## src/rtl/seg7_scan_driver_pkg.sv

```systemverilog
`default_nettype none
// ============================================================================
//  Module      : seg7_scan_driver_pkg
//  Description : Shared glyph constants, blanking value and scan state type
//                for the multiplexed seven-segment scan driver.
//  Revision    : 1.0 - initial release
// ============================================================================
package seg7_scan_driver_pkg;

    // Active-high glyphs, bit0 = segment a ... bit6 = segment g.
    localparam logic [6:0] SEG_0 = 7'h3F;
    localparam logic [6:0] SEG_1 = 7'h06;
    localparam logic [6:0] SEG_2 = 7'h5B;
    localparam logic [6:0] SEG_3 = 7'h4F;
    localparam logic [6:0] SEG_4 = 7'h66;
    localparam logic [6:0] SEG_5 = 7'h6D;
    localparam logic [6:0] SEG_6 = 7'h7D;
    localparam logic [6:0] SEG_7 = 7'h07;
    localparam logic [6:0] SEG_8 = 7'h7F;
    localparam logic [6:0] SEG_9 = 7'h6F;
    localparam logic [6:0] SEG_A = 7'h77;
    localparam logic [6:0] SEG_B = 7'h7C;
    localparam logic [6:0] SEG_C = 7'h39;
    localparam logic [6:0] SEG_D = 7'h5E;
    localparam logic [6:0] SEG_E = 7'h79;
    localparam logic [6:0] SEG_F = 7'h71;

    // Active-low "all segments off" value driven on SEG_N.
    localparam logic [6:0] SEG_BLANK = 7'h7F;

    // Scan state: all-off gap, then one digit lit.
    typedef enum logic [0:0] {
        BLANK = 1'b0,
        SHOW  = 1'b1
    } scan_state_e;

    // Nibble to active-high glyph lookup.
    function automatic logic [6:0] hex_glyph(input logic [3:0] nib);
        logic [6:0] g;
        case (nib)
            4'h0:    g = SEG_0;
            4'h1:    g = SEG_1;
            4'h2:    g = SEG_2;
            4'h3:    g = SEG_3;
            4'h4:    g = SEG_4;
            4'h5:    g = SEG_5;
            4'h6:    g = SEG_6;
            4'h7:    g = SEG_7;
            4'h8:    g = SEG_8;
            4'h9:    g = SEG_9;
            4'hA:    g = SEG_A;
            4'hB:    g = SEG_B;
            4'hC:    g = SEG_C;
            4'hD:    g = SEG_D;
            4'hE:    g = SEG_E;
            default: g = SEG_F;
        endcase
        return g;
    endfunction

endpackage
`default_nettype wire

```

## src/rtl/seg7_scan_driver_if.sv

```systemverilog
`default_nettype none
// ============================================================================
//  Module      : seg7_scan_driver_if
//  Description : Host/display bundle of the seven-segment scan driver:
//                scan strobe, frame load handshake and display outputs.
//  Revision    : 1.0 - initial release
// ============================================================================
interface seg7_scan_driver_if #(
    parameter int NUM_DIGITS = 8
);
    logic                    disp_ce;
    logic [4*NUM_DIGITS-1:0] data;
    logic [NUM_DIGITS-1:0]   dp;
    logic [NUM_DIGITS-1:0]   dig_en;
    logic                    load;
    logic                    load_ack;
    logic [6:0]              seg_n;
    logic                    dp_n;
    logic [NUM_DIGITS-1:0]   an_n;
    logic                    frame_end;

    // Host side: drives the strobe and frame data, observes the display.
    modport master (
        output disp_ce, data, dp, dig_en, load,
        input  load_ack, seg_n, dp_n, an_n, frame_end
    );

    // Driver side.
    modport slave (
        input  disp_ce, data, dp, dig_en, load,
        output load_ack, seg_n, dp_n, an_n, frame_end
    );
endinterface
`default_nettype wire

```

## src/rtl/seg7_hex_decode.sv

```systemverilog
`default_nettype none
// ============================================================================
//  Module      : seg7_hex_decode
//  Description : Combinational hex nibble to active-low segment decoder.
//  Revision    : 1.0 - initial release
// ============================================================================
module seg7_hex_decode
    import seg7_scan_driver_pkg::*;
(
    input  logic [3:0] nibble,
    output logic [6:0] seg_n
);
    // Look up the lit-segment pattern and invert for the active-low pins.
    always_comb begin
        seg_n = ~hex_glyph(nibble);
    end
endmodule
`default_nettype wire

```

## src/rtl/seg7_scan_driver.sv

```systemverilog
`default_nettype none
// ============================================================================
//  Module      : seg7_scan_driver
//  Description : Multiplexed seven-segment scan driver. Double-buffered frame
//                (staging + shadow), one digit per slot with a blanking gap,
//                frame updates applied only at the frame boundary.
//                Optional macro SEG7_LZ_SUPPRESS_EN enables leading-zero
//                suppression on the shadow frame.
//  Revision    : 1.0 - initial release
// ============================================================================
module seg7_scan_driver
    import seg7_scan_driver_pkg::*;
#(
    parameter int NUM_DIGITS  = 8,
    parameter int BLANK_TICKS = 1
) (
    input  logic              clk,
    input  logic              rst_n,
    seg7_scan_driver_if.slave bus
);
    localparam int                IDX_W        = $clog2(NUM_DIGITS);
    localparam int                DATA_W       = 4 * NUM_DIGITS;
    localparam logic [IDX_W-1:0]  C_LAST_IDX   = IDX_W'(NUM_DIGITS - 1);
    localparam logic [3:0]        C_BLANK_LAST = 4'(BLANK_TICKS - 1);

    // Scan sequencer state
    scan_state_e             state_q, state_d;
    logic [IDX_W-1:0]        idx_q, idx_d;
    logic [3:0]              blank_cnt_q, blank_cnt_d;

    // Frame buffers
    logic [DATA_W-1:0]       stage_data_q, stage_data_d;
    logic [NUM_DIGITS-1:0]   stage_dp_q, stage_dp_d;
    logic [NUM_DIGITS-1:0]   stage_en_q, stage_en_d;
    logic                    pending_q, pending_d;
    logic [DATA_W-1:0]       shadow_data_q, shadow_data_d;
    logic [NUM_DIGITS-1:0]   shadow_dp_q, shadow_dp_d;
    logic [NUM_DIGITS-1:0]   shadow_en_q, shadow_en_d;

    // Registered outputs
    logic [6:0]              seg_n_q, seg_n_d;
    logic                    dp_n_q, dp_n_d;
    logic [NUM_DIGITS-1:0]   an_n_q, an_n_d;
    logic                    load_ack_q, load_ack_d;
    logic                    frame_end_q, frame_end_d;

    // Display datapath
    logic                    boundary_w;
    logic [3:0]              nibble_w;
    logic [6:0]              seg_dec_n_w;
    logic [NUM_DIGITS-1:0]   lz_mask_w;
    logic [NUM_DIGITS-1:0]   en_eff_w;

    // Sequencer, load capture and frame-boundary swap
    always_comb begin
        state_d       = state_q;
        idx_d         = idx_q;
        blank_cnt_d   = blank_cnt_q;
        stage_data_d  = stage_data_q;
        stage_dp_d    = stage_dp_q;
        stage_en_d    = stage_en_q;
        pending_d     = pending_q;
        shadow_data_d = shadow_data_q;
        shadow_dp_d   = shadow_dp_q;
        shadow_en_d   = shadow_en_q;
        load_ack_d    = 1'b0;
        frame_end_d   = 1'b0;
        boundary_w    = 1'b0;

        // A new request always overwrites staging; the latest one wins.
        if (bus.load) begin
            stage_data_d = bus.data;
            stage_dp_d   = bus.dp;
            stage_en_d   = bus.dig_en;
            pending_d    = 1'b1;
        end

        if (bus.disp_ce) begin
            case (state_q)
                BLANK: begin
                    if (blank_cnt_q == C_BLANK_LAST) begin
                        state_d     = SHOW;
                        blank_cnt_d = 4'd0;
                    end else begin
                        blank_cnt_d = blank_cnt_q + 4'd1;
                    end
                end
                default: begin
                    state_d = BLANK;
                    if (idx_q == C_LAST_IDX) begin
                        idx_d      = '0;
                        boundary_w = 1'b1;
                    end else begin
                        idx_d = idx_q + 1'b1;
                    end
                end
            endcase
        end

        // Frame swap: a same-cycle request goes straight to the shadow,
        // otherwise pending staging data is promoted. One ACK either way.
        if (boundary_w) begin
            frame_end_d = 1'b1;
            if (bus.load) begin
                shadow_data_d = bus.data;
                shadow_dp_d   = bus.dp;
                shadow_en_d   = bus.dig_en;
                pending_d     = 1'b0;
                load_ack_d    = 1'b1;
            end else if (pending_q) begin
                shadow_data_d = stage_data_q;
                shadow_dp_d   = stage_dp_q;
                shadow_en_d   = stage_en_q;
                pending_d     = 1'b0;
                load_ack_d    = 1'b1;
            end
        end
    end

`ifdef SEG7_LZ_SUPPRESS_EN
    // Mask every digit whose nibble and all higher nibbles are zero; digit 0
    // is never masked so a zero value still shows a single "0".
    always_comb begin
        logic zero_above;
        lz_mask_w  = '0;
        zero_above = 1'b1;
        for (int i = NUM_DIGITS - 1; i > 0; i--) begin
            zero_above   = zero_above & (shadow_data_d[4*i +: 4] == 4'h0);
            lz_mask_w[i] = zero_above;
        end
    end
`else
    // Every enabled digit is shown, including leading zeros.
    assign lz_mask_w = '0;
`endif

    assign en_eff_w = shadow_en_d & ~lz_mask_w;
    assign nibble_w = shadow_data_d[{idx_d, 2'b00} +: 4];

    seg7_hex_decode u_hex_decode (
        .nibble (nibble_w),
        .seg_n  (seg_dec_n_w)
    );

    // Output values are derived from next-state so they appear one clock
    // after the CE that caused the change.
    always_comb begin
        seg_n_d = SEG_BLANK;
        dp_n_d  = 1'b1;
        an_n_d  = '1;
        if ((state_d == SHOW) && en_eff_w[idx_d]) begin
            an_n_d[idx_d] = 1'b0;
            seg_n_d       = seg_dec_n_w;
            dp_n_d        = ~shadow_dp_d[idx_d];
        end
    end

    // Sequencer and frame buffer registers
    always_ff @(posedge clk or negedge rst_n) begin
        if (!rst_n) begin
            state_q       <= BLANK;
            idx_q         <= '0;
            blank_cnt_q   <= 4'd0;
            stage_data_q  <= '0;
            stage_dp_q    <= '0;
            stage_en_q    <= '0;
            pending_q     <= 1'b0;
            shadow_data_q <= '0;
            shadow_dp_q   <= '0;
            shadow_en_q   <= '0;
        end else begin
            state_q       <= state_d;
            idx_q         <= idx_d;
            blank_cnt_q   <= blank_cnt_d;
            stage_data_q  <= stage_data_d;
            stage_dp_q    <= stage_dp_d;
            stage_en_q    <= stage_en_d;
            pending_q     <= pending_d;
            shadow_data_q <= shadow_data_d;
            shadow_dp_q   <= shadow_dp_d;
            shadow_en_q   <= shadow_en_d;
        end
    end

    // Output registers
    always_ff @(posedge clk or negedge rst_n) begin
        if (!rst_n) begin
            seg_n_q     <= SEG_BLANK;
            dp_n_q      <= 1'b1;
            an_n_q      <= '1;
            load_ack_q  <= 1'b0;
            frame_end_q <= 1'b0;
        end else begin
            seg_n_q     <= seg_n_d;
            dp_n_q      <= dp_n_d;
            an_n_q      <= an_n_d;
            load_ack_q  <= load_ack_d;
            frame_end_q <= frame_end_d;
        end
    end

    assign bus.seg_n     = seg_n_q;
    assign bus.dp_n      = dp_n_q;
    assign bus.an_n      = an_n_q;
    assign bus.load_ack  = load_ack_q;
    assign bus.frame_end = frame_end_q;

endmodule
`default_nettype wire

```

## src/flat_wrapper.sv

```systemverilog
// flat-port wrapper written by rule: the top's interface ports become plain ports
module seg7_scan_driver_flat import seg7_scan_driver_pkg::*;
#(
    parameter int NUM_DIGITS  = 8,
    parameter int BLANK_TICKS = 1
)
  (clk, rst_n, bus_disp_ce, bus_data, bus_dp, bus_dig_en, bus_load, bus_load_ack, bus_seg_n, bus_dp_n, bus_an_n, bus_frame_end);
  seg7_scan_driver_if #(.NUM_DIGITS(NUM_DIGITS)) bus_i ();
  input  logic clk;
  input  logic rst_n;
  input wire logic [$bits(bus_i.disp_ce)-1:0] bus_disp_ce;
  input wire logic [$bits(bus_i.data)-1:0] bus_data;
  input wire logic [$bits(bus_i.dp)-1:0] bus_dp;
  input wire logic [$bits(bus_i.dig_en)-1:0] bus_dig_en;
  input wire logic [$bits(bus_i.load)-1:0] bus_load;
  output wire logic [$bits(bus_i.load_ack)-1:0] bus_load_ack;
  output wire logic [$bits(bus_i.seg_n)-1:0] bus_seg_n;
  output wire logic [$bits(bus_i.dp_n)-1:0] bus_dp_n;
  output wire logic [$bits(bus_i.an_n)-1:0] bus_an_n;
  output wire logic [$bits(bus_i.frame_end)-1:0] bus_frame_end;
  assign bus_i.disp_ce = bus_disp_ce;
  assign bus_i.data = bus_data;
  assign bus_i.dp = bus_dp;
  assign bus_i.dig_en = bus_dig_en;
  assign bus_i.load = bus_load;
  assign bus_load_ack = bus_i.load_ack;
  assign bus_seg_n = bus_i.seg_n;
  assign bus_dp_n = bus_i.dp_n;
  assign bus_an_n = bus_i.an_n;
  assign bus_frame_end = bus_i.frame_end;
  seg7_scan_driver #(.NUM_DIGITS(NUM_DIGITS), .BLANK_TICKS(BLANK_TICKS)) u_core (.clk(clk), .rst_n(rst_n), .bus(bus_i));
endmodule
```

## config.mk

```make
export PLATFORM = sky130hd
export DESIGN_NAME = seg7_scan_driver_flat
export DESIGN_NICKNAME = d
export VERILOG_FILES = /design/src/rtl/seg7_scan_driver_pkg.sv /design/src/rtl/seg7_scan_driver_if.sv /design/src/rtl/seg7_hex_decode.sv /design/src/rtl/seg7_scan_driver.sv /design/src/flat_wrapper.sv
export SDC_FILE = /design/constraint.sdc
export NUM_CORES = 1
export LEC_CHECK = 0
export BUFFER_PORTS_ARGS = -buffer_cell sky130_fd_sc_hd__buf_2
export CAP_MARGIN = 10
export CORE_MARGIN = 4
export CORE_UTILIZATION = 45
export CTS_CLUSTER_SIZE = 40
export DETAILED_ROUTE_END_ITERATION = 12
export SYNTH_ARGS = -nofsm -noshare
export SYNTH_HDL_FRONTEND = slang
export SYNTH_SLANG_ARGS = --single-unit
export TNS_END_PERCENT = 20
```

## constraint.sdc

```tcl
create_clock -name clk -period 3.7 [get_ports clk]
set_clock_uncertainty 0.1 [all_clocks]
set_input_delay 0 -clock clk [delete_from_list [all_inputs] [get_ports clk]]
set_output_delay 0 -clock clk [all_outputs]
set_load 0.05 [all_outputs]
```

==> impl_metrics.json <==
{
  "cp_data_required_time_ns": 3.92,
  "hold_viol_final": 0,
  "synthXorXnorAreaFrac": 0.00166,
  "slew_headroom": 0.398,
  "dp_hpwl_um": 7800,
  "synth.most_common_cell": "dfrtp_1",
  "worst-setup-path-type": "reg2reg",
  "status": "complete, no violations",
  "reg2reg_from": "u_core.idx_q[0]",
  "crit_top_cell": "ha_1",
  "syn-num-nets": 471,
  "worstPathArrival_ns": 3.71,
  "num-fill-cells": 923,
  "cts_sinks": 123,
  "fin_ws_ns": 0.205,
  "fin_nets": 602,
  "clock_path_buffers": 2,
  "async_flop_share": 1.00,
  "yosys_warnings": 0,
  "powerDensity_mw_per_mm2": 699,
  "grt_pass1_vias": 3587,
  "rows": 39,
  "setup_tns_ns": 0,
  "ios": 70,
  "grt_usage": 0.178,
  "synth.yosys.seq_area_share": 0.586,
  "grt-ovfl-total": 0,
  "routed_wl_um": 11300,
  "synthMuxAreaShare": 0.213,
  "top_layer": "met4",
  "die_w_um": 116,
  "fmax_mhz": 286,
  "endpoint_kind": "flip-flop",
  "worst_pin_slew_ns": 0.903,
  "hold_depth": 4,
  "drc": 0,
  "synth_compound_area_frac": 0.0622,
  "dp_slack_ns": 0.277,
  "wl_met2_um": 5230,
  "die_h_um": 116,
  "clk_pin_slew_ns": 0.05,
  "diodes": 0,
  "drt-wirelength-per-cell_um": 16.2,
  "ant_nets": 0,
  "die_area_mm2": 0.0135,
  "reg2reg_depth": 15,
  "yosysUniqueCellTypes": 45,
  "cts_tree": "done",
  "post-route-min-period_ns": 3.49,
  "yosysTopAreaCellShare": 0.507,
  "min_path_type": "in2reg",
  "cts-root-buf": "clkbuf_16",
  "synth_area_leaders": "dfrtp_1, mux2_2, dfstp_2",
  "grt_pass1_wl_um": 18400,
  "htreeDepth": 4,
  "cp_cell_sequence": "ha_1 > ha_1 > and4b_1 > a21oi_1 > inv_2 > nor2_1 > a22oi_1 > o211ai_1 > a21o_1 > inv_1 > ha_1 > inv_1 > mux2i_1 > mux2i_1 > nand2b_1",
  "cp_max_fo": 11,
  "vias_per_cell": 5.09,
  "gp_congestion": 0.840,
  "syn_to_final_growth_pct": 29.8,
  "synth_flop_cell": "dfrtp_1",
  "synth_top_family_by_area": "multiplexers",
  "synth-simple-area-share": 0.0757,
  "wl_met1_um": 5360,
  "ir_drop_mv": 0.374,
  "synth_common_cells": "dfrtp_1, mux2_2, nand2_1",
  "multi_input_area_mm2": 0.00202,
  "cp-startpoint": "u_core.idx_q[0]",
  "layout-drive-gt1-share": 0.350,
  "antenna_found_initial": 0,
  "setup_violations": 0,
  "min_from": "bus_load",
  "initial_utilization": 0.461,
  "clk_latency_ns": 0.41,
  "via_count": 3541,
  "syn_avg_cell_area_um2": 13.0,
  "synth_top_area_cell": "dfrtp_1",
  "min_period_over_period": 0.945,
  "design.core.area_mm2": 0.0115,
  "rsz0062_at_grt": "false",
  "max-cap-violations": 0,
  "grt_max_degree": 73,
  "drtIter0Drc": 169,
  "dr.pass1.iters": 4,
  "synth_edf_count": 0,
  "synth.cell_area_mm2": 0.00529,
  "register_area_mm2": 0.00310,
  "io_buffers": 69,
  "p_leak_nw": 3.25,
  "wl_met3_um": 490,
  "cts_resized": 0,
  "synth_adder_area_share": 0.0260,
  "critPathLaunchType": "flip-flop",
  "syn_inst": 408,
  "critPathMaxStageDelay_ns": 0.45,
  "numCtsBuffers": 17,
  "slew_viol_final": 0,
  "cp_slowest_cell": "a21oi_1",
  "synth_seq_cells": 123
}
==> area by class of cell <==
| cell class | count | area share |
|---|---|---|
| Clock inverter | 3 | 0.00583 |
| Sequential cell | 123 | 0.451 |
| Clock buffer | 29 | 0.0729 |
| Timing Repair Buffer | 130 | 0.137 |
| Multi-Input combinational cell | 244 | 0.294 |
| Tap cell | 143 | 0.0261 |
| Inverter | 23 | 0.0126 |
==> what timing repair did <==
action | in CTS | in global routing
endpoints found under the setup margin | 0 | 0
hold endpoints to repair | 162 | 0
setup buffers | 0 | 0
hold buffers | 50 | 0
==> stage by stage <==
stage                     std cells  utilization  cell area, um^2  hold WS [ns]  power, W
after floorplan                 408            -             5290        -0.396   0.00286
after global placement          613        0.508             5820        0.0853   0.00322
after detailed placement        613        0.508             5820        0.0928   0.00327
after CTS                       695        0.598             6860        0.0480   0.00485
after global routing            695        0.598             6860         0.117   0.00509
final                           695        0.598             6860        0.0560   0.00480
==> cell usage in the layout, fill, tap and decap left out, types with 9 or more instances in the layout <==
cell / n
a21oi_1: 11
o21ai_0: 9
nand2_1: 28
dfstp_2: 16
nor2_1: 23
dlygate4sd3_1: 50
clkbuf_16: 17
mux2_2: 61
nand3_1: 17
inv_1: 18
buf_4: 11
clkbuf_1: 9
ha_1: 11
dfrtp_1: 107
mux2_1: 13
buf_2: 68
mux2i_1: 25
==> final timing paths <==
| kind | slack [ns] | endpoint |
|---|---|---|
| setup / recovery | 0.21 | u_core.bus.seg_n[3] |
| hold / removal | 0.06 | u_core.pending_q |
| setup reg to reg | 0.21 | u_core.bus.seg_n[3] |
| max in group asynchronous | 2.51 | u_core.bus.an_n[7] |
| hold reg to reg | 0.38 | u_core.blank_cnt_q[3] |
| min in group asynchronous | 0.16 | u_core.stage_data_q[3] |
==> report_power, final <==
part | switching [W] | internal, W
Sequential | 0.000104 | 0.00164
Clock | 0.000537 | 0.000974
Combinational | 0.000935 | 0.000613
==> logic make-up after synthesis <==
kind of cell / after synthesis
compound gates: 47
xor+xnor: 1
fa+ha+maj: 11
buf+inv: 41
flops: 123
mux: 101
simple gates: 84
==> per-layer routing <==
layer  GRT usage  vias to the layer above
met5           0                        -
met4      0.0596                        0
met3      0.0513                       17
met2       0.273                       92
met1       0.246                     1746
li1            -                     1686
==> sequential cells by signal, indices dropped and copies added, names as in the netlist <==
name and cells:
u_core.bus.frame_end 1, u_core.stage_dp_q 8, u_core.blank_cnt_q 4, u_core.pending_q 1, u_core.stage_data_q 32, u_core.bus.an_n 8
u_core.bus.load_ack 1, u_core.state_q 1, u_core.stage_en_q 8, u_core.idx_q 3, u_core.shadow_en_q 8, u_core.bus.dp_n 1
u_core.shadow_dp_q 8, u_core.shadow_data_q 32, u_core.bus.seg_n 7
==> worst max-delay path: cells and delay by family, from the launching register on <==
kind / cells / cell delay [ns]
buf+inv: 3 / 0.43
flops: 1 / 0.36
simple gates: 3 / 0.67
compound gates: 4 / 0.96
fa+ha+maj: 3 / 0.70
mux: 2 / 0.19
(Power assumes the default switching activity.)
